File: src/rtl/mem_arbiter_pkg.sv
// Shared types and constants for the byte-wide RAM port arbiter.
package mem_arbiter_pkg;

  localparam int unsigned ADDR_W = 32;
  localparam int unsigned DATA_W = 32;
  localparam int unsigned CNT_W  = 3;

  localparam logic [1:0] STAT_INIT = 2'b00;
  localparam logic [1:0] STAT_BUSY = 2'b01;
  localparam logic [1:0] STAT_DONE = 2'b10;

  localparam logic [1:0] SIZE_BYTE = 2'd0;
  localparam logic [1:0] SIZE_HALF = 2'd1;
  localparam logic [1:0] SIZE_WORD = 2'd2;

  typedef enum logic [1:0] {
    S_IDLE = 2'd0,
    S_RD   = 2'd1,
    S_WR   = 2'd2,
    S_DONE = 2'd3
  } state_e;

  typedef enum logic {
    OWN_IF  = 1'b0,
    OWN_MEM = 1'b1
  } owner_e;

  // Transfer descriptor handed to the byte sequencer at grant time
  typedef struct packed {
    logic              we;
    logic [CNT_W-1:0]  nbytes;
    logic [ADDR_W-1:0] addr;
    logic [DATA_W-1:0] wdata;
  } xfer_t;

  // Size code 3 is treated as a word
  function automatic logic [CNT_W-1:0] size_to_nbytes(input logic [1:0] size);
    case (size)
      SIZE_BYTE: return CNT_W'(1);
      SIZE_HALF: return CNT_W'(2);
      default:   return CNT_W'(4);
    endcase
  endfunction

  function automatic logic [1:0] status_of(input state_e st, input logic mine);
    if (!mine)                          return STAT_INIT;
    if (st == S_RD || st == S_WR)       return STAT_BUSY;
    if (st == S_DONE)                   return STAT_DONE;
    return STAT_INIT;
  endfunction

endpackage

File: src/rtl/mem_arbiter_if.sv
// Requester and RAM-side signal bundle of mem_arbiter.
interface mem_arbiter_if;
  import mem_arbiter_pkg::*;

  logic              if_req;
  logic [ADDR_W-1:0] if_addr;
  logic [DATA_W-1:0] if_data;
  logic [1:0]        if_status;

  logic              mem_req;
  logic              mem_we;
  logic [ADDR_W-1:0] mem_addr;
  logic [DATA_W-1:0] mem_wdata;
  logic [1:0]        mem_size;
  logic [DATA_W-1:0] mem_rdata;
  logic [1:0]        mem_status;

  logic [7:0]        ram_din;
  logic [7:0]        ram_dout;
  logic [ADDR_W-1:0] ram_a;
  logic              ram_wr;

  modport slave (
    input  if_req, if_addr, mem_req, mem_we, mem_addr, mem_wdata, mem_size, ram_din,
    output if_data, if_status, mem_rdata, mem_status, ram_dout, ram_a, ram_wr
  );

  modport master (
    output if_req, if_addr, mem_req, mem_we, mem_addr, mem_wdata, mem_size, ram_din,
    input  if_data, if_status, mem_rdata, mem_status, ram_dout, ram_a, ram_wr
  );

endinterface

File: src/rtl/mem_byte_seq.sv
// Byte sequencer: counter, RAM address stepping, write-data shift-out and
// read-data assembly for one 1/2/4-byte transfer.
module mem_byte_seq
  import mem_arbiter_pkg::*;
(
  input  logic              clk,
  input  logic              rst_n,
  input  logic              rdy,
  input  logic              start,
  input  xfer_t             xfer,
  input  logic              busy,
  input  logic              is_wr,
  input  logic [7:0]        ram_din,
  output logic [ADDR_W-1:0] ram_a,
  output logic [7:0]        ram_dout,
  output logic              wr_en,
  output logic              last_c,
  output logic [DATA_W-1:0] rdata_c
);

  logic [CNT_W-1:0]  cnt_q;
  logic [CNT_W-1:0]  nbytes_q;
  logic [DATA_W-9:0] wbuf_q;
  logic [DATA_W-1:0] rbuf_q;
  logic              more_c;

  // Reads need one extra cycle because RAM data trails the address by a cycle
  always_comb begin
    more_c = cnt_q < (nbytes_q - CNT_W'(1));
    last_c = 1'b0;
    if (busy) begin
      last_c = is_wr ? (cnt_q == nbytes_q - CNT_W'(1)) : (cnt_q == nbytes_q);
    end
  end

  // Byte k arrives while the counter reads k+1
  always_comb begin
    rdata_c = rbuf_q;
    for (int unsigned i = 0; i < DATA_W / 8; i++) begin
      if (cnt_q == CNT_W'(i + 1)) rdata_c[8*i +: 8] = ram_din;
    end
  end

  always_ff @(posedge clk or negedge rst_n) begin
    if (!rst_n) begin
      cnt_q    <= '0;
      nbytes_q <= '0;
      wbuf_q   <= '0;
      rbuf_q   <= '0;
      ram_a    <= '0;
      ram_dout <= '0;
      wr_en    <= 1'b0;
    end else if (rdy) begin
      if (start) begin
        cnt_q    <= '0;
        nbytes_q <= xfer.nbytes;
        ram_a    <= xfer.addr;
        wr_en    <= xfer.we;
        rbuf_q   <= '0;
        if (xfer.we) begin
          ram_dout <= xfer.wdata[7:0];
          wbuf_q   <= xfer.wdata[DATA_W-1:8];
        end
      end else if (busy) begin
        cnt_q <= cnt_q + CNT_W'(1);
        if (more_c) begin
          ram_a <= ram_a + ADDR_W'(1);
          if (is_wr) begin
            ram_dout <= wbuf_q[7:0];
            wbuf_q   <= wbuf_q >> 8;
          end
        end
        if (is_wr && last_c) wr_en <= 1'b0;
        if (!is_wr && cnt_q != '0) rbuf_q <= rdata_c;
      end
    end
  end

endmodule

File: src/rtl/mem_arbiter.sv
// Shares the byte-wide RAM port between instruction fetch and load/store.
// Define MEM_ARBITER_RR_EN for round-robin tie-breaking instead of MEM priority.
module mem_arbiter
  import mem_arbiter_pkg::*;
(
  input  logic          clk,
  input  logic          rst_n,
  input  logic          rdy,
  mem_arbiter_if.slave  bus
);

  state_e            state_q, state_nxt_c;
  owner_e            owner_q, owner_nxt_c;
  logic              grant_mem_c;
  logic              start_c;
  xfer_t             xfer_c;
  logic [1:0]        if_status_q, mem_status_q;
  logic [DATA_W-1:0] if_data_q, mem_rdata_q;
  logic              busy_c, is_wr_c, last_c, wr_en;
  logic [DATA_W-1:0] rdata_c;
  logic [ADDR_W-1:0] ram_a;
  logic [7:0]        ram_dout;

`ifdef MEM_ARBITER_RR_EN
  owner_e            last_owner_q;
`endif

  assign busy_c  = (state_q == S_RD) || (state_q == S_WR);
  assign is_wr_c = (state_q == S_WR);

  // Arbitration, request capture and next-state logic
  always_comb begin
    state_nxt_c = state_q;
    owner_nxt_c = owner_q;
    start_c     = 1'b0;
    grant_mem_c = bus.mem_req;
`ifdef MEM_ARBITER_RR_EN
    if (bus.mem_req && bus.if_req) grant_mem_c = (last_owner_q == OWN_IF);
`endif
    xfer_c        = '0;
    xfer_c.we     = grant_mem_c & bus.mem_we;
    xfer_c.nbytes = grant_mem_c ? size_to_nbytes(bus.mem_size) : CNT_W'(4);
    xfer_c.addr   = grant_mem_c ? bus.mem_addr : bus.if_addr;
    xfer_c.wdata  = bus.mem_wdata;

    case (state_q)
      S_IDLE: begin
        if (bus.if_req || bus.mem_req) begin
          start_c     = 1'b1;
          owner_nxt_c = grant_mem_c ? OWN_MEM : OWN_IF;
          state_nxt_c = xfer_c.we ? S_WR : S_RD;
        end
      end
      S_RD, S_WR: begin
        if (last_c) state_nxt_c = S_DONE;
      end
      S_DONE:  state_nxt_c = S_IDLE;
      default: state_nxt_c = S_IDLE;
    endcase
  end

  always_ff @(posedge clk or negedge rst_n) begin
    if (!rst_n) begin
      state_q      <= S_IDLE;
      owner_q      <= OWN_IF;
      if_status_q  <= STAT_INIT;
      mem_status_q <= STAT_INIT;
      if_data_q    <= '0;
      mem_rdata_q  <= '0;
`ifdef MEM_ARBITER_RR_EN
      last_owner_q <= OWN_IF;
`endif
    end else if (rdy) begin
      state_q      <= state_nxt_c;
      owner_q      <= owner_nxt_c;
      if_status_q  <= status_of(state_nxt_c, owner_nxt_c == OWN_IF);
      mem_status_q <= status_of(state_nxt_c, owner_nxt_c == OWN_MEM);
      // Requester data is only replaced once the full read has been assembled
      if (state_q == S_RD && last_c) begin
        if (owner_q == OWN_IF) if_data_q   <= rdata_c;
        else                   mem_rdata_q <= rdata_c;
      end
`ifdef MEM_ARBITER_RR_EN
      if (start_c) last_owner_q <= owner_nxt_c;
`endif
    end
  end

  mem_byte_seq u_seq (
    .clk      (clk),
    .rst_n    (rst_n),
    .rdy      (rdy),
    .start    (start_c),
    .xfer     (xfer_c),
    .busy     (busy_c),
    .is_wr    (is_wr_c),
    .ram_din  (bus.ram_din),
    .ram_a    (ram_a),
    .ram_dout (ram_dout),
    .wr_en    (wr_en),
    .last_c   (last_c),
    .rdata_c  (rdata_c)
  );

  assign bus.if_data    = if_data_q;
  assign bus.if_status  = if_status_q;
  assign bus.mem_rdata  = mem_rdata_q;
  assign bus.mem_status = mem_status_q;
  assign bus.ram_a      = ram_a;
  assign bus.ram_dout   = ram_dout;
  // A stalled cycle must never write
  assign bus.ram_wr     = wr_en & rdy;

endmodule
File: src/flat_wrapper.sv
// flat-port wrapper written by rule: the top's interface ports become plain ports
module mem_arbiter_flat import mem_arbiter_pkg::*;
  (clk, rst_n, rdy, bus_if_req, bus_if_addr, bus_mem_req, bus_mem_we, bus_mem_addr, bus_mem_wdata, bus_mem_size, bus_ram_din, bus_if_data, bus_if_status, bus_mem_rdata, bus_mem_status, bus_ram_dout, bus_ram_a, bus_ram_wr);
  mem_arbiter_if bus_i ();
  input  logic clk;
  input  logic rst_n;
  input  logic rdy;
  input wire logic [$bits(bus_i.if_req)-1:0] bus_if_req;
  input wire logic [$bits(bus_i.if_addr)-1:0] bus_if_addr;
  input wire logic [$bits(bus_i.mem_req)-1:0] bus_mem_req;
  input wire logic [$bits(bus_i.mem_we)-1:0] bus_mem_we;
  input wire logic [$bits(bus_i.mem_addr)-1:0] bus_mem_addr;
  input wire logic [$bits(bus_i.mem_wdata)-1:0] bus_mem_wdata;
  input wire logic [$bits(bus_i.mem_size)-1:0] bus_mem_size;
  input wire logic [$bits(bus_i.ram_din)-1:0] bus_ram_din;
  output wire logic [$bits(bus_i.if_data)-1:0] bus_if_data;
  output wire logic [$bits(bus_i.if_status)-1:0] bus_if_status;
  output wire logic [$bits(bus_i.mem_rdata)-1:0] bus_mem_rdata;
  output wire logic [$bits(bus_i.mem_status)-1:0] bus_mem_status;
  output wire logic [$bits(bus_i.ram_dout)-1:0] bus_ram_dout;
  output wire logic [$bits(bus_i.ram_a)-1:0] bus_ram_a;
  output wire logic [$bits(bus_i.ram_wr)-1:0] bus_ram_wr;
  assign bus_i.if_req = bus_if_req;
  assign bus_i.if_addr = bus_if_addr;
  assign bus_i.mem_req = bus_mem_req;
  assign bus_i.mem_we = bus_mem_we;
  assign bus_i.mem_addr = bus_mem_addr;
  assign bus_i.mem_wdata = bus_mem_wdata;
  assign bus_i.mem_size = bus_mem_size;
  assign bus_i.ram_din = bus_ram_din;
  assign bus_if_data = bus_i.if_data;
  assign bus_if_status = bus_i.if_status;
  assign bus_mem_rdata = bus_i.mem_rdata;
  assign bus_mem_status = bus_i.mem_status;
  assign bus_ram_dout = bus_i.ram_dout;
  assign bus_ram_a = bus_i.ram_a;
  assign bus_ram_wr = bus_i.ram_wr;
  mem_arbiter u_core (.clk(clk), .rst_n(rst_n), .rdy(rdy), .bus(bus_i));
endmodule
File: config.mk
export PLATFORM = sky130hd
export DESIGN_NAME = mem_arbiter_flat
export DESIGN_NICKNAME = d
export VERILOG_FILES = /design/src/rtl/mem_arbiter_pkg.sv /design/src/rtl/mem_arbiter_if.sv /design/src/rtl/mem_byte_seq.sv /design/src/rtl/mem_arbiter.sv /design/src/flat_wrapper.sv
export SDC_FILE = /design/constraint.sdc
export NUM_CORES = 1
export LEC_CHECK = 0
export ABC_AREA = 1
export BUFFER_PORTS_ARGS = -buffer_cell sky130_fd_sc_hd__buf_2
export CORE_UTILIZATION = 49
export DETAILED_ROUTE_END_ITERATION = 12
export PLACE_DENSITY = 0.85
export SLEW_MARGIN = 20
export SYNTH_ARGS = -nofsm -noshare
export SYNTH_HDL_FRONTEND = slang
export SYNTH_SLANG_ARGS = --single-unit
File: constraint.sdc
create_clock -name clk -period 6.16 [get_ports clk]
set_input_delay 0.616 -clock clk [delete_from_list [all_inputs] [get_ports clk]]
set_output_delay 0.616 -clock clk [all_outputs]
set_load 0.01 [all_outputs]
==> impl_metrics.xml, run 1 <==
<?xml version="1.0" encoding="UTF-8"?>
<metrics>
  <group name="setup_path">
    <metric name="cp_max_fo" unit="">79</metric>
    <metric name="setup.reg_to_reg.worst_slack" unit="ns">2.59</metric>
    <metric name="timing_worst_setup_path_type" unit="">input port to flip-flop</metric>
    <metric name="timing.critical_path.required" unit="ns">6.51</metric>
    <metric name="crit_path_cell_trace" unit="">buf_2 -&gt; nand2_4 -&gt; nand2_4 -&gt; inv_4 -&gt; nor2_4 -&gt; inv_2 -&gt; nand2_4 -&gt; inv_4 -&gt; nor2_8 -&gt; nand3_1 -&gt; o21ai_0</metric>
    <metric name="critical_path.slowest_cell" unit="">sky130_fd_sc_hd__nand2_4</metric>
    <metric name="crit_top_cell" unit="">sky130_fd_sc_hd__nand2_4</metric>
    <metric name="crit_path_end_kind" unit="">flip-flop</metric>
    <metric name="crit_path_start_kind" unit="">input port</metric>
    <metric name="max_stage_delay" unit="ns">0.61</metric>
    <metric name="cp.arrival" unit="ns">3.93</metric>
  </group>
  <group name="timing">
    <metric name="timing_max_transition_violations_final" unit="">0</metric>
    <metric name="report.final.setup_viol" unit="">0</metric>
    <metric name="timing.final.crit_share" unit="">0.582</metric>
    <metric name="period_minus_slack" unit="ns">3.58</metric>
    <metric name="worst_slew_pin_slew" unit="ns">1.06</metric>
    <metric name="timing.clock.skew" unit="ns">0.00781</metric>
    <metric name="totalNegativeSetupSlack" unit="ns">0</metric>
    <metric name="setup_repair_after_global_routing_missed_its_margin" unit="">no</metric>
    <metric name="worst_slew_margin_rel" unit="">0.288</metric>
    <metric name="finalHoldViolations" unit="">0</metric>
    <metric name="max_freq" unit="MHz">279</metric>
  </group>
  <group name="cts">
    <metric name="cts-root-to-sink-buffers" unit="">2</metric>
    <metric name="insertion_delay" unit="ns">0.43</metric>
    <metric name="cts_setup_buffers" unit="">0</metric>
    <metric name="tritoncts.num_buffers" unit="">17</metric>
    <metric name="cts_hold_repair.buffers" unit="">0</metric>
    <metric name="cts.sink_count" unit="">174</metric>
    <metric name="ctsRootBufferMaster" unit="">sky130_fd_sc_hd__clkbuf_16</metric>
    <metric name="h_tree_depth" unit="">4</metric>
    <metric name="cts-resized-gates" unit="">0</metric>
    <metric name="clkTransAtPathRegs" unit="ns">0.07</metric>
    <metric name="cts_tree" unit="">built</metric>
  </group>
  <group name="final_layout">
    <metric name="nFillCells" unit="">1670</metric>
    <metric name="layout-drive-gt1-share" unit="">0.190</metric>
    <metric name="postLayoutCoreUtil" unit="">0.594</metric>
    <metric name="area_growth_syn_to_layout" unit="%">19.0</metric>
    <metric name="nNetsFinal" unit="">1571</metric>
  </group>
  <group name="floorplanning">
    <metric name="floorplan.die.height" unit="um">140</metric>
    <metric name="top_level_ports" unit="">221</metric>
    <metric name="die_width" unit="um">140</metric>
    <metric name="total_die_area" unit="um2">19500</metric>
    <metric name="area_inside_the_core_boundary" unit="um2">18600</metric>
    <metric name="floorplan.rows" unit="">50</metric>
    <metric name="initial_core_util" unit="">0.499</metric>
  </group>
  <group name="job">
    <metric name="drv_cap" unit="">0</metric>
  </group>
  <group name="synth">
    <metric name="cell_count_after_synthesis" unit="">1264</metric>
    <metric name="avgSynthCellArea" unit="um2">7.36</metric>
    <metric name="seq_area_frac_synth" unit="">0.468</metric>
    <metric name="yosys_reg_bits" unit="">174</metric>
    <metric name="post_synth_num_cell_types" unit="">36</metric>
    <metric name="synth_fp_nets" unit="">1391</metric>
    <metric name="mapped_cell_area" unit="um2">9300</metric>
    <metric name="yosys_warnings" unit="">0</metric>
  </group>
  <group name="route">
    <metric name="number_of_drc_markers_in_iteration_0" unit="">696</metric>
    <metric name="ant_nets" unit="">0</metric>
    <metric name="route.vias.total" unit="">9092</metric>
    <metric name="detail_route.vias_per_cell" unit="">5.38</metric>
    <metric name="router_iterations_before_antenna_repair" unit="">7</metric>
    <metric name="wire_per_inst" unit="um">15.3</metric>
    <metric name="detail_route.wirelength" unit="mm">25.9</metric>
    <metric name="drc" unit="">0</metric>
  </group>
  <group name="grt">
    <metric name="grt_start_max_net_pins" unit="">106</metric>
    <metric name="grt_overflow_total" unit="">0</metric>
    <metric name="grt_use_total" unit="">0.272</metric>
    <metric name="grt_pass1_wl" unit="mm">42.1</metric>
    <metric name="grt_pass1_vias" unit="">8430</metric>
    <metric name="grt_antenna_before_repair" unit="">2</metric>
  </group>
  <group name="place">
    <metric name="gp_congestion" unit="">0.908</metric>
    <metric name="place.port_buffers" unit="">220</metric>
    <metric name="place_hpwl" unit="mm">18.1</metric>
  </group>
  <group name="pwr">
    <metric name="power.total" unit="W">0.00527</metric>
    <metric name="power-per-cell-area" unit="nW/um2">476</metric>
    <metric name="vdd_ir_drop_max" unit="mV">0.313</metric>
    <metric name="leakagePower" unit="nW">6.06</metric>
  </group>
  <group name="run_status">
    <metric name="status" unit="">finished, final reports clean</metric>
  </group>
  <group name="worst_hold_path">
    <metric name="holdCritPathClass" unit="">input port to async pin</metric>
  </group>
</metrics>
per-stage QoR:
step                      cell area, um2  hold WS, ns  worst slack [ns]  cells
after floorplan                     9300        0.320              4.18   1264
after global placement             10500        0.449              2.31   1659
after detailed placement           10500        0.454              2.19   1659
after CTS                          11100        0.355              2.63   1690
after global routing               11100        0.404              2.21   1690
final                              11100        0.314              2.58   1691
state kept, by name, summed over array words and instances, names as in the netlist, 2 cells and up:
name and count:
u_core.u_seq.cnt_q 3, u_core.bus.if_status 2, u_core.u_seq.rbuf_q 32, u_core.u_seq.ram_dout 8, u_core.bus.mem_rdata 32, u_core.bus.mem_status 2
u_core.u_seq.ram_a 32, u_core.u_seq.wbuf_q 24, u_core.u_seq.nbytes_q 3, u_core.state_q 2, u_core.bus.if_data 32
synth_stat cells, drive strengths merged:
master	number	area share
xor2	6	0.0056
clkinv	1	0.00040
dfrtp	174	0.47
nand2	411	0.17
a22o	1	0.00094
o31ai	1	0.00081
buf	26	0.016
clkbuf	40	0.016
o22ai	6	0.0040
mux2i	1	0.0011
o21ai	182	0.098
nor2	87	0.038
nand3	72	0.039
a22oi	1	0.0013
a21boi	2	0.0016
xnor2	3	0.0028
o21a	1	0.00081
a31oi	1	0.00067
nand3b	4	0.0032
nor3	1	0.00054
nand4	36	0.025
or2	8	0.0054
ha	15	0.020
a21oi	50	0.028
inv	132	0.054
o211ai	2	0.0016
worst paths after layout:
path | start | endpoint | cells past startpoint
worst max-delay path | bus_mem_req | u_core.u_seq.wbuf_q[16] | 11
max in group asynchronous | rst_n | u_core.u_seq.ram_a[2] | 2
worst max register to register | u_core.state_q[0] | u_core.u_seq.wbuf_q[16] | 10
min in group clk | bus_mem_size[0] | u_core.u_seq.nbytes_q[0] | 2
worst min register to register | u_core.bus.if_data[6] | u_core.bus.if_data[6] | 2
worst min-delay path | rst_n | u_core.u_seq.rbuf_q[19] | 1
worst max-delay path: cells and delay by family:
kind / cells / cell delay, ns
AO/OA/AOI/OAI: 1 / 0.11
AND/OR/NAND/NOR: 6 / 2.06
buffers and inverters: 4 / 1.11
cell type report:
cell class	count	area, um2	share of cell area
Antenna cell	1	2.50	0.000226
Clock buffer	22	474	0.0428
Clock inverter	9	134	0.0121
Inverter	133	504	0.0455
Multi-Input combinational cell	891	4150	0.375
Sequential cell	174	4350	0.393
Tap cell	234	293	0.0264
Timing Repair Buffer	227	1160	0.105
kinds of logic after synthesis:
logic type	Yosys count	share of synthesized area
simple gates	619	0.279
flops	174	0.468
xor+xnor	9	0.00848
fa+ha+maj	15	0.0202
compound gates	247	0.137
mux	1	0.00108
buf+inv	199	0.0860
layout by cell type, fill, tap and decap left out, drive strengths merged, types with 15 or more instances in the layout:
cell type	instances
nand2	411
clkbuf	22
inv	133
nor2	87
a21oi	50
ha	15
dfrtp	174
nand4	36
o21ai	182
nand3	72
buf	227
power by group:
group | switching, W | internal [W]
clock network | 0.000450 | 0.000669
logic | 0.00154 | 0.000734
registers | 0.000335 | 0.00154
per-layer routing:
layer	wire (um)	global-route usage
met1	11100	0.361
met2	12400	0.451
met3	1890	0.0523
met4	466	0.0804
met5	0	0
(Power assumes the default switching activity.)
==> run 2: changes to the inputs <==
--- a/config.mk
+++ b/config.mk
@@ -9,7 +9,7 @@
 export BUFFER_PORTS_ARGS = -buffer_cell sky130_fd_sc_hd__buf_2
 export CORE_UTILIZATION = 49
 export DETAILED_ROUTE_END_ITERATION = 12
-export PLACE_DENSITY = 0.85
+export PLACE_DENSITY = 0.88
 export SLEW_MARGIN = 20
 export SYNTH_ARGS = -nofsm -noshare
 export SYNTH_HDL_FRONTEND = slang
==> constraint.sdc (replaced) <==
create_clock -name clk -period 2.95 [get_ports clk]
set_input_delay 0.295 -clock clk [delete_from_list [all_inputs] [get_ports clk]]
set_output_delay 0.295 -clock clk [all_outputs]
set_load 0.01 [all_outputs]
==> run 2 against run 1 <==
  * Cell count increased by 0.71%
  * Clock power increased by 110%
  * Clock skew increased by 0.0062 ns
  * Critical path type is now flip-flop to flip-flop
==> impl_metrics.xml, run 2 (synthesized netlist as in run 1, its figures left out) <==
<?xml version="1.0" encoding="UTF-8"?>
<metrics>
  <group name="grt">
    <metric name="grt_start_max_net_pins" unit="">88</metric>
    <metric name="grt_antenna_before_repair" unit="">2</metric>
    <metric name="grt_pass1_vias" unit="">8422</metric>
    <metric name="grt_overflow_total" unit="">0</metric>
    <metric name="grt_use_total" unit="">0.269</metric>
    <metric name="grt_pass1_wl" unit="mm">41.8</metric>
  </group>
  <group name="route">
    <metric name="ant_nets" unit="">0</metric>
    <metric name="detail_route.vias_per_cell" unit="">5.39</metric>
    <metric name="router_iterations_before_antenna_repair" unit="">5</metric>
    <metric name="number_of_drc_markers_in_iteration_0" unit="">686</metric>
    <metric name="drc" unit="">0</metric>
    <metric name="wire_per_inst" unit="um">15.0</metric>
    <metric name="route.vias.total" unit="">9182</metric>
    <metric name="detail_route.wirelength" unit="mm">25.5</metric>
  </group>
  <group name="setup_path">
    <metric name="crit_path_start_kind" unit="">flip-flop</metric>
    <metric name="setup.reg_to_reg.worst_slack" unit="ns">0.42</metric>
    <metric name="cp.arrival" unit="ns">2.88</metric>
    <metric name="crit_path_end_kind" unit="">flip-flop</metric>
    <metric name="timing.critical_path.required" unit="ns">3.31</metric>
    <metric name="timing_worst_setup_path_type" unit="">flip-flop to flip-flop</metric>
    <metric name="cp_max_fo" unit="">64</metric>
  </group>
  <group name="place">
    <metric name="place.port_buffers" unit="">220</metric>
    <metric name="place_hpwl" unit="mm">18.3</metric>
    <metric name="gp_congestion" unit="">0.944</metric>
    <metric name="post_place_cells" unit="">1668</metric>
  </group>
  <group name="final_layout">
    <metric name="nFillCells" unit="">1652</metric>
    <metric name="postLayoutCoreUtil" unit="">0.600</metric>
    <metric name="finalNonFillerCells" unit="">1703</metric>
    <metric name="layout-drive-gt1-share" unit="">0.197</metric>
    <metric name="mostFrequentLayoutCells" unit="">sky130_fd_sc_hd__nand2_1 (408), sky130_fd_sc_hd__buf_2 (219), sky130_fd_sc_hd__o21ai_0 (174), sky130_fd_sc_hd__dfrtp_1 (174), sky130_fd_sc_hd__inv_1 (129)</metric>
    <metric name="mostFrequentLayoutCell" unit="">sky130_fd_sc_hd__nand2_1</metric>
    <metric name="nNetsFinal" unit="">1581</metric>
    <metric name="area_growth_syn_to_layout" unit="%">20.2</metric>
  </group>
  <group name="cts">
    <metric name="h_tree_depth" unit="">4</metric>
    <metric name="tritoncts.num_buffers" unit="">17</metric>
    <metric name="cts-root-to-sink-buffers" unit="">2</metric>
    <metric name="clkTransAtPathRegs" unit="ns">0.08</metric>
    <metric name="ctsRootBufferMaster" unit="">sky130_fd_sc_hd__clkbuf_16</metric>
    <metric name="cts_setup_buffers" unit="">0</metric>
    <metric name="cts.sink_count" unit="">174</metric>
    <metric name="insertion_delay" unit="ns">0.43</metric>
    <metric name="cts_tree" unit="">built</metric>
  </group>
  <group name="floorplanning">
    <metric name="floorplan.rows" unit="">50</metric>
    <metric name="area_inside_the_core_boundary" unit="um2">18600</metric>
    <metric name="floorplan.die.height" unit="um">140</metric>
    <metric name="total_die_area" unit="um2">19500</metric>
    <metric name="die_width" unit="um">140</metric>
    <metric name="initial_core_util" unit="">0.499</metric>
    <metric name="top_level_ports" unit="">221</metric>
  </group>
  <group name="timing">
    <metric name="max_freq" unit="MHz">395</metric>
    <metric name="timing.final.crit_share" unit="">0.857</metric>
    <metric name="timing.clock.skew" unit="ns">0.0140</metric>
    <metric name="setup_repair_after_global_routing_missed_its_margin" unit="">no</metric>
    <metric name="period_minus_slack" unit="ns">2.53</metric>
    <metric name="worst_slew_pin_slew" unit="ns">0.934</metric>
    <metric name="totalNegativeSetupSlack" unit="ns">0</metric>
    <metric name="timing_max_transition_violations_final" unit="">0</metric>
    <metric name="worst_slew_margin_rel" unit="">0.377</metric>
    <metric name="hold-worst-slack" unit="ns">0.0790</metric>
    <metric name="finalHoldViolations" unit="">0</metric>
    <metric name="report.final.setup_viol" unit="">0</metric>
  </group>
  <group name="run_status">
    <metric name="status" unit="">finished, final reports clean</metric>
  </group>
  <group name="job">
    <metric name="drv_cap" unit="">0</metric>
  </group>
  <group name="worst_hold_path">
    <metric name="holdCritPathClass" unit="">input port to flip-flop</metric>
  </group>
  <group name="pwr">
    <metric name="leakagePower" unit="nW">6.12</metric>
    <metric name="vdd_ir_drop_max" unit="mV">0.524</metric>
    <metric name="power-per-cell-area" unit="nW/um2">982</metric>
  </group>
</metrics>
run 2: changes by cell type in the layout (fill, tap and decap cells not counted), moves of 2 or more:
cell and change:
sky130_fd_sc_hd__buf_4 +8, sky130_fd_sc_hd__bufinv_16 -3, sky130_fd_sc_hd__clkbuf_1 -2, sky130_fd_sc_hd__clkbuf_8 -3, sky130_fd_sc_hd__clkinv_8 +8, sky130_fd_sc_hd__clkinvlp_4 -2
sky130_fd_sc_hd__inv_8 +3
run 2: final timing paths:
kind,start,to,cells past startpoint
setup / recovery,u_core.u_seq.nbytes_q[1],u_core.u_seq.wbuf_q[18],11
hold / removal,bus_mem_size[0],u_core.u_seq.nbytes_q[0],2
setup reg to reg,u_core.u_seq.nbytes_q[1],u_core.u_seq.wbuf_q[18],11
hold reg to reg,u_core.bus.if_data[5],u_core.bus.if_data[5],2
max in group asynchronous,rst_n,u_core.u_seq.wr_en,3
min in group asynchronous,rst_n,u_core.u_seq.rbuf_q[29],2
run 2: final cells by class:
type                       instances  area [um2]  area share
antenna                            2        5.00    0.000448
clock buffer                      17         425      0.0381
clock inverter                    15         196      0.0176
inverter                         133         504      0.0451
multi-input combinational        891        4150       0.371
sequential                       174        4350       0.390
tap                              234         293      0.0262
timing repair buffer             237        1250       0.112
run 2: worst max-delay path, cell delays in order, from the launching register on:
cell and delay [ns]:
sky130_fd_sc_hd__dfrtp_1 0.38, sky130_fd_sc_hd__inv_1 0.07, sky130_fd_sc_hd__ha_1 0.19, sky130_fd_sc_hd__xnor2_1 0.12, sky130_fd_sc_hd__ha_1 0.31, sky130_fd_sc_hd__a21oi_1 0.13, sky130_fd_sc_hd__o211ai_1 0.15, sky130_fd_sc_hd__nand2_4 0.11
sky130_fd_sc_hd__inv_4 0.12, sky130_fd_sc_hd__nor2_8 0.55, sky130_fd_sc_hd__nand3_1 0.15, sky130_fd_sc_hd__o21ai_0 0.12
run 2: per-stage QoR:
stage | area [um2] | worst slack, ns | total power, W
2_1_floorplan | 9300 | 0.973 | 0.00712
3_3_place_gp | 10500 | 0.591 | 0.00845
3_5_place_dp | 10500 | 0.452 | 0.00865
4_1_cts | 11200 | 0.438 | 0.0110
5_1_grt | 11200 | 0.155 | 0.0118
6_report | 11200 | 0.421 | 0.0110
run 2: what timing repair did:
item	CTS	global route
hold buffers	1	0
endpoints found under the hold margin	45	0
gates resized for setup	0	0
run 2: routing by layer:
layer,global-route usage,vias up,wire length (um)
li1,-,4443,-
met1,0.345,4251,10800
met2,0.443,435,12300
met3,0.0561,53,1750
met4,0.109,0,673
met5,0,-,0
run 2: report_power, final:
group	leakage, nW	switching [W]	internal, W	total (W)
clock network	0.292	0.00114	0.00115	0.00230
registers	2.28	0.000687	0.00322	0.00391
logic	3.54	0.00320	0.00158	0.00477
==> run 3: changes to the inputs <==
==> constraint.sdc (replaced) <==
create_clock -name clk -period 2.95 [get_ports clk]
set_input_delay 0.4425 -clock clk [delete_from_list [all_inputs] [get_ports clk]]
set_output_delay 0.4425 -clock clk [all_outputs]
set_load 0.01 [all_outputs]
==> run 3 against run 2 <==
  * Largest cell class unchanged
  * Clock power is essentially flat
  * Total power is 0.50% higher
  * Non-clock buffer count up 2
  * Worst setup slack improved by 0.077 ns
  * Sequential power about the same
==> impl_metrics.xml, run 3 (synthesized netlist as in run 1, its figures left out) <==
<?xml version="1.0" encoding="UTF-8"?>
<metrics>
  <group name="run_status">
    <metric name="status" unit="">finished, final reports clean</metric>
  </group>
  <group name="setup_path">
    <metric name="setup.reg_to_reg.worst_slack" unit="ns">0.50</metric>
    <metric name="cp_max_fo" unit="">87</metric>
    <metric name="critical-path-top-delay-family" unit="">buffers and inverters</metric>
    <metric name="crit_path_end_kind" unit="">flip-flop</metric>
    <metric name="crit_top_cell" unit="">sky130_fd_sc_hd__nand2_1</metric>
    <metric name="max_stage_delay" unit="ns">0.72</metric>
    <metric name="r2r_start" unit="">u_core.state_q[0]</metric>
    <metric name="ff2ff_path_depth" unit="">10</metric>
    <metric name="crit_path_start_kind" unit="">flip-flop</metric>
    <metric name="critical_path.slowest_cell" unit="">sky130_fd_sc_hd__buf_4</metric>
    <metric name="timing_worst_setup_path_type" unit="">flip-flop to flip-flop</metric>
    <metric name="critical_path_buf_inv_count" unit="">3</metric>
    <metric name="worstSetupStartpoint" unit="">u_core.state_q[0]</metric>
    <metric name="crit_path_cell_trace" unit="">inv_1 -&gt; ha_1 -&gt; nand2_1 -&gt; nand2_4 -&gt; inv_4 -&gt; buf_4 -&gt; nand2_1 -&gt; o22ai_1 -&gt; nand2_1 -&gt; o21ai_0</metric>
    <metric name="cp.arrival" unit="ns">2.80</metric>
    <metric name="timing.critical_path.required" unit="ns">3.30</metric>
    <metric name="worstReg2RegEnd" unit="">u_core.u_seq.ram_a[19]</metric>
  </group>
  <group name="route">
    <metric name="wire_per_inst" unit="um">15.0</metric>
    <metric name="ant_nets" unit="">0</metric>
    <metric name="route.vias.total" unit="">9168</metric>
    <metric name="router_iterations_before_antenna_repair" unit="">6</metric>
    <metric name="detail_route.vias_per_cell" unit="">5.38</metric>
    <metric name="number_of_drc_markers_in_iteration_0" unit="">744</metric>
    <metric name="drc" unit="">0</metric>
    <metric name="detail_route.wirelength" unit="mm">25.6</metric>
  </group>
  <group name="floorplanning">
    <metric name="total_die_area" unit="um2">19500</metric>
    <metric name="top_level_ports" unit="">221</metric>
    <metric name="floorplan.die.height" unit="um">140</metric>
    <metric name="die_width" unit="um">140</metric>
    <metric name="floorplan.rows" unit="">50</metric>
    <metric name="initial_core_util" unit="">0.499</metric>
    <metric name="area_inside_the_core_boundary" unit="um2">18600</metric>
  </group>
  <group name="timing">
    <metric name="report.final.setup_viol" unit="">0</metric>
    <metric name="period_minus_slack" unit="ns">2.45</metric>
    <metric name="finalHoldViolations" unit="">0</metric>
    <metric name="worst_slew_margin_rel" unit="">0.378</metric>
    <metric name="totalNegativeSetupSlack" unit="ns">0</metric>
    <metric name="max_freq" unit="MHz">408</metric>
    <metric name="timing.final.crit_share" unit="">0.831</metric>
    <metric name="worst_slew_pin_slew" unit="ns">0.934</metric>
    <metric name="setup_repair_after_global_routing_missed_its_margin" unit="">no</metric>
    <metric name="timing.clock.skew" unit="ns">0.0150</metric>
    <metric name="timing_max_transition_violations_final" unit="">0</metric>
  </group>
  <group name="cts">
    <metric name="cts_tree" unit="">built</metric>
    <metric name="tritoncts.num_buffers" unit="">17</metric>
    <metric name="ctsRootBufferMaster" unit="">sky130_fd_sc_hd__clkbuf_16</metric>
    <metric name="cts_hold_repair.buffers" unit="">0</metric>
    <metric name="cts-resized-gates" unit="">0</metric>
    <metric name="insertion_delay" unit="ns">0.43</metric>
    <metric name="cts_setup_buffers" unit="">0</metric>
    <metric name="cts-root-to-sink-buffers" unit="">2</metric>
    <metric name="h_tree_depth" unit="">4</metric>
    <metric name="cts.sink_count" unit="">174</metric>
    <metric name="clkTransAtPathRegs" unit="ns">0.07</metric>
  </group>
  <group name="grt">
    <metric name="grt_use_total" unit="">0.267</metric>
    <metric name="grt_start_max_net_pins" unit="">88</metric>
    <metric name="grt_pass1_vias" unit="">8396</metric>
    <metric name="grt_overflow_total" unit="">0</metric>
    <metric name="grt_antenna_before_repair" unit="">2</metric>
    <metric name="grt_pass1_wl" unit="mm">41.5</metric>
  </group>
  <group name="place">
    <metric name="gp_congestion" unit="">0.891</metric>
    <metric name="place_hpwl" unit="mm">18.3</metric>
    <metric name="place.port_buffers" unit="">220</metric>
    <metric name="post_place_cells" unit="">1671</metric>
  </group>
  <group name="job">
    <metric name="drv_cap" unit="">0</metric>
  </group>
  <group name="final_layout">
    <metric name="area_growth_syn_to_layout" unit="%">20.2</metric>
    <metric name="layout-drive-gt1-share" unit="">0.199</metric>
    <metric name="mostFrequentLayoutCell" unit="">sky130_fd_sc_hd__nand2_1</metric>
    <metric name="mostFrequentLayoutCells" unit="">sky130_fd_sc_hd__nand2_1 (408), sky130_fd_sc_hd__buf_2 (219), sky130_fd_sc_hd__o21ai_0 (174), sky130_fd_sc_hd__dfrtp_1 (174), sky130_fd_sc_hd__inv_1 (129)</metric>
    <metric name="nFillCells" unit="">1622</metric>
    <metric name="finalNonFillerCells" unit="">1705</metric>
    <metric name="nNetsFinal" unit="">1583</metric>
  </group>
  <group name="pwr">
    <metric name="switching_share" unit="">0.451</metric>
    <metric name="switching_power" unit="W">0.00497</metric>
    <metric name="vdd_ir_drop_max" unit="mV">0.445</metric>
    <metric name="power_frac_comb" unit="">0.437</metric>
    <metric name="cellInternalPower" unit="W">0.00606</metric>
    <metric name="leakagePower" unit="nW">6.13</metric>
    <metric name="power.sequential.fraction" unit="">0.355</metric>
    <metric name="p_clk_frac" unit="">0.208</metric>
    <metric name="power-per-cell-area" unit="nW/um2">987</metric>
  </group>
  <group name="worst_hold_path">
    <metric name="holdCritPathClass" unit="">input port to async pin</metric>
  </group>
</metrics>
[run 3: cell count changes in the layout (fill, tap and decap cells not counted)]
cell                            before  now
sky130_fd_sc_hd__clkinv_8            8    1
sky130_fd_sc_hd__bufinv_16           0    1
sky130_fd_sc_hd__dlygate4sd3_1       1    0
sky130_fd_sc_hd__clkinv_4            1    2
sky130_fd_sc_hd__buf_12              1    2
sky130_fd_sc_hd__inv_6               1    2
sky130_fd_sc_hd__clkbuf_8            0    1
sky130_fd_sc_hd__buf_4              15   17
sky130_fd_sc_hd__inv_8               3    6
[run 3: layer usage]
metal  track usage  part of all wire
met1         0.346              0.41
met2         0.442              0.48
met3        0.0533             0.078
met4        0.0966             0.024
met5             0                 0
[run 3: how the worst max path moves through the flow]
stage	end	slack [ns]	depth (start not counted)
final	u_core.u_seq.ram_a[19]	0.50	10
after floorplan	u_core.bus.if_status[0]	0.97	11
after CTS	u_core.u_seq.wbuf_q[17]	0.55	12
after detailed placement	u_core.u_seq.wbuf_q[17]	0.57	12
after global placement	u_core.u_seq.wbuf_q[17]	0.64	12
after global routing	u_core.u_seq.ram_dout[4]	0.31	12
[run 3: power groups by stage]
stage	Clock [W]	Combinational, W	Sequential [W]
5_1_grt	0.00244	0.00542	0.00400
4_1_cts	0.00234	0.00480	0.00389
2_1_floorplan	0	0.00315	0.00396
3_3_place_gp	0	0.00459	0.00390
6_report	0.00229	0.00482	0.00392
3_5_place_dp	0	0.00477	0.00392
[run 3: stage by stage]
stage / total power (W) / hold slack, ns / util / setup WS [ns] / area, um2
floorplan: 0.00712 / 0.147 / - / 0.973 / 9300
global placement: 0.00849 / 0.448 / 0.567 / 0.642 / 10600
detailed placement: 0.00869 / 0.453 / 0.567 / 0.574 / 10600
CTS: 0.0110 / 0.0241 / 0.600 / 0.552 / 11200
global route: 0.0119 / 0.0473 / 0.600 / 0.306 / 11200
finish: 0.0110 / 0.00232 / 0.600 / 0.499 / 11200
[run 3: cell type report]
type                       instances  area, um2  share of cell area
sequential                       174       4350               0.389
multi-input combinational        891       4150               0.371
timing repair buffer             239       1270               0.114
inverter                         133        504              0.0451
clock buffer                      18        439              0.0393
tap                              234        293              0.0262
clock inverter                    14        164              0.0147
antenna                            2       5.00            0.000447
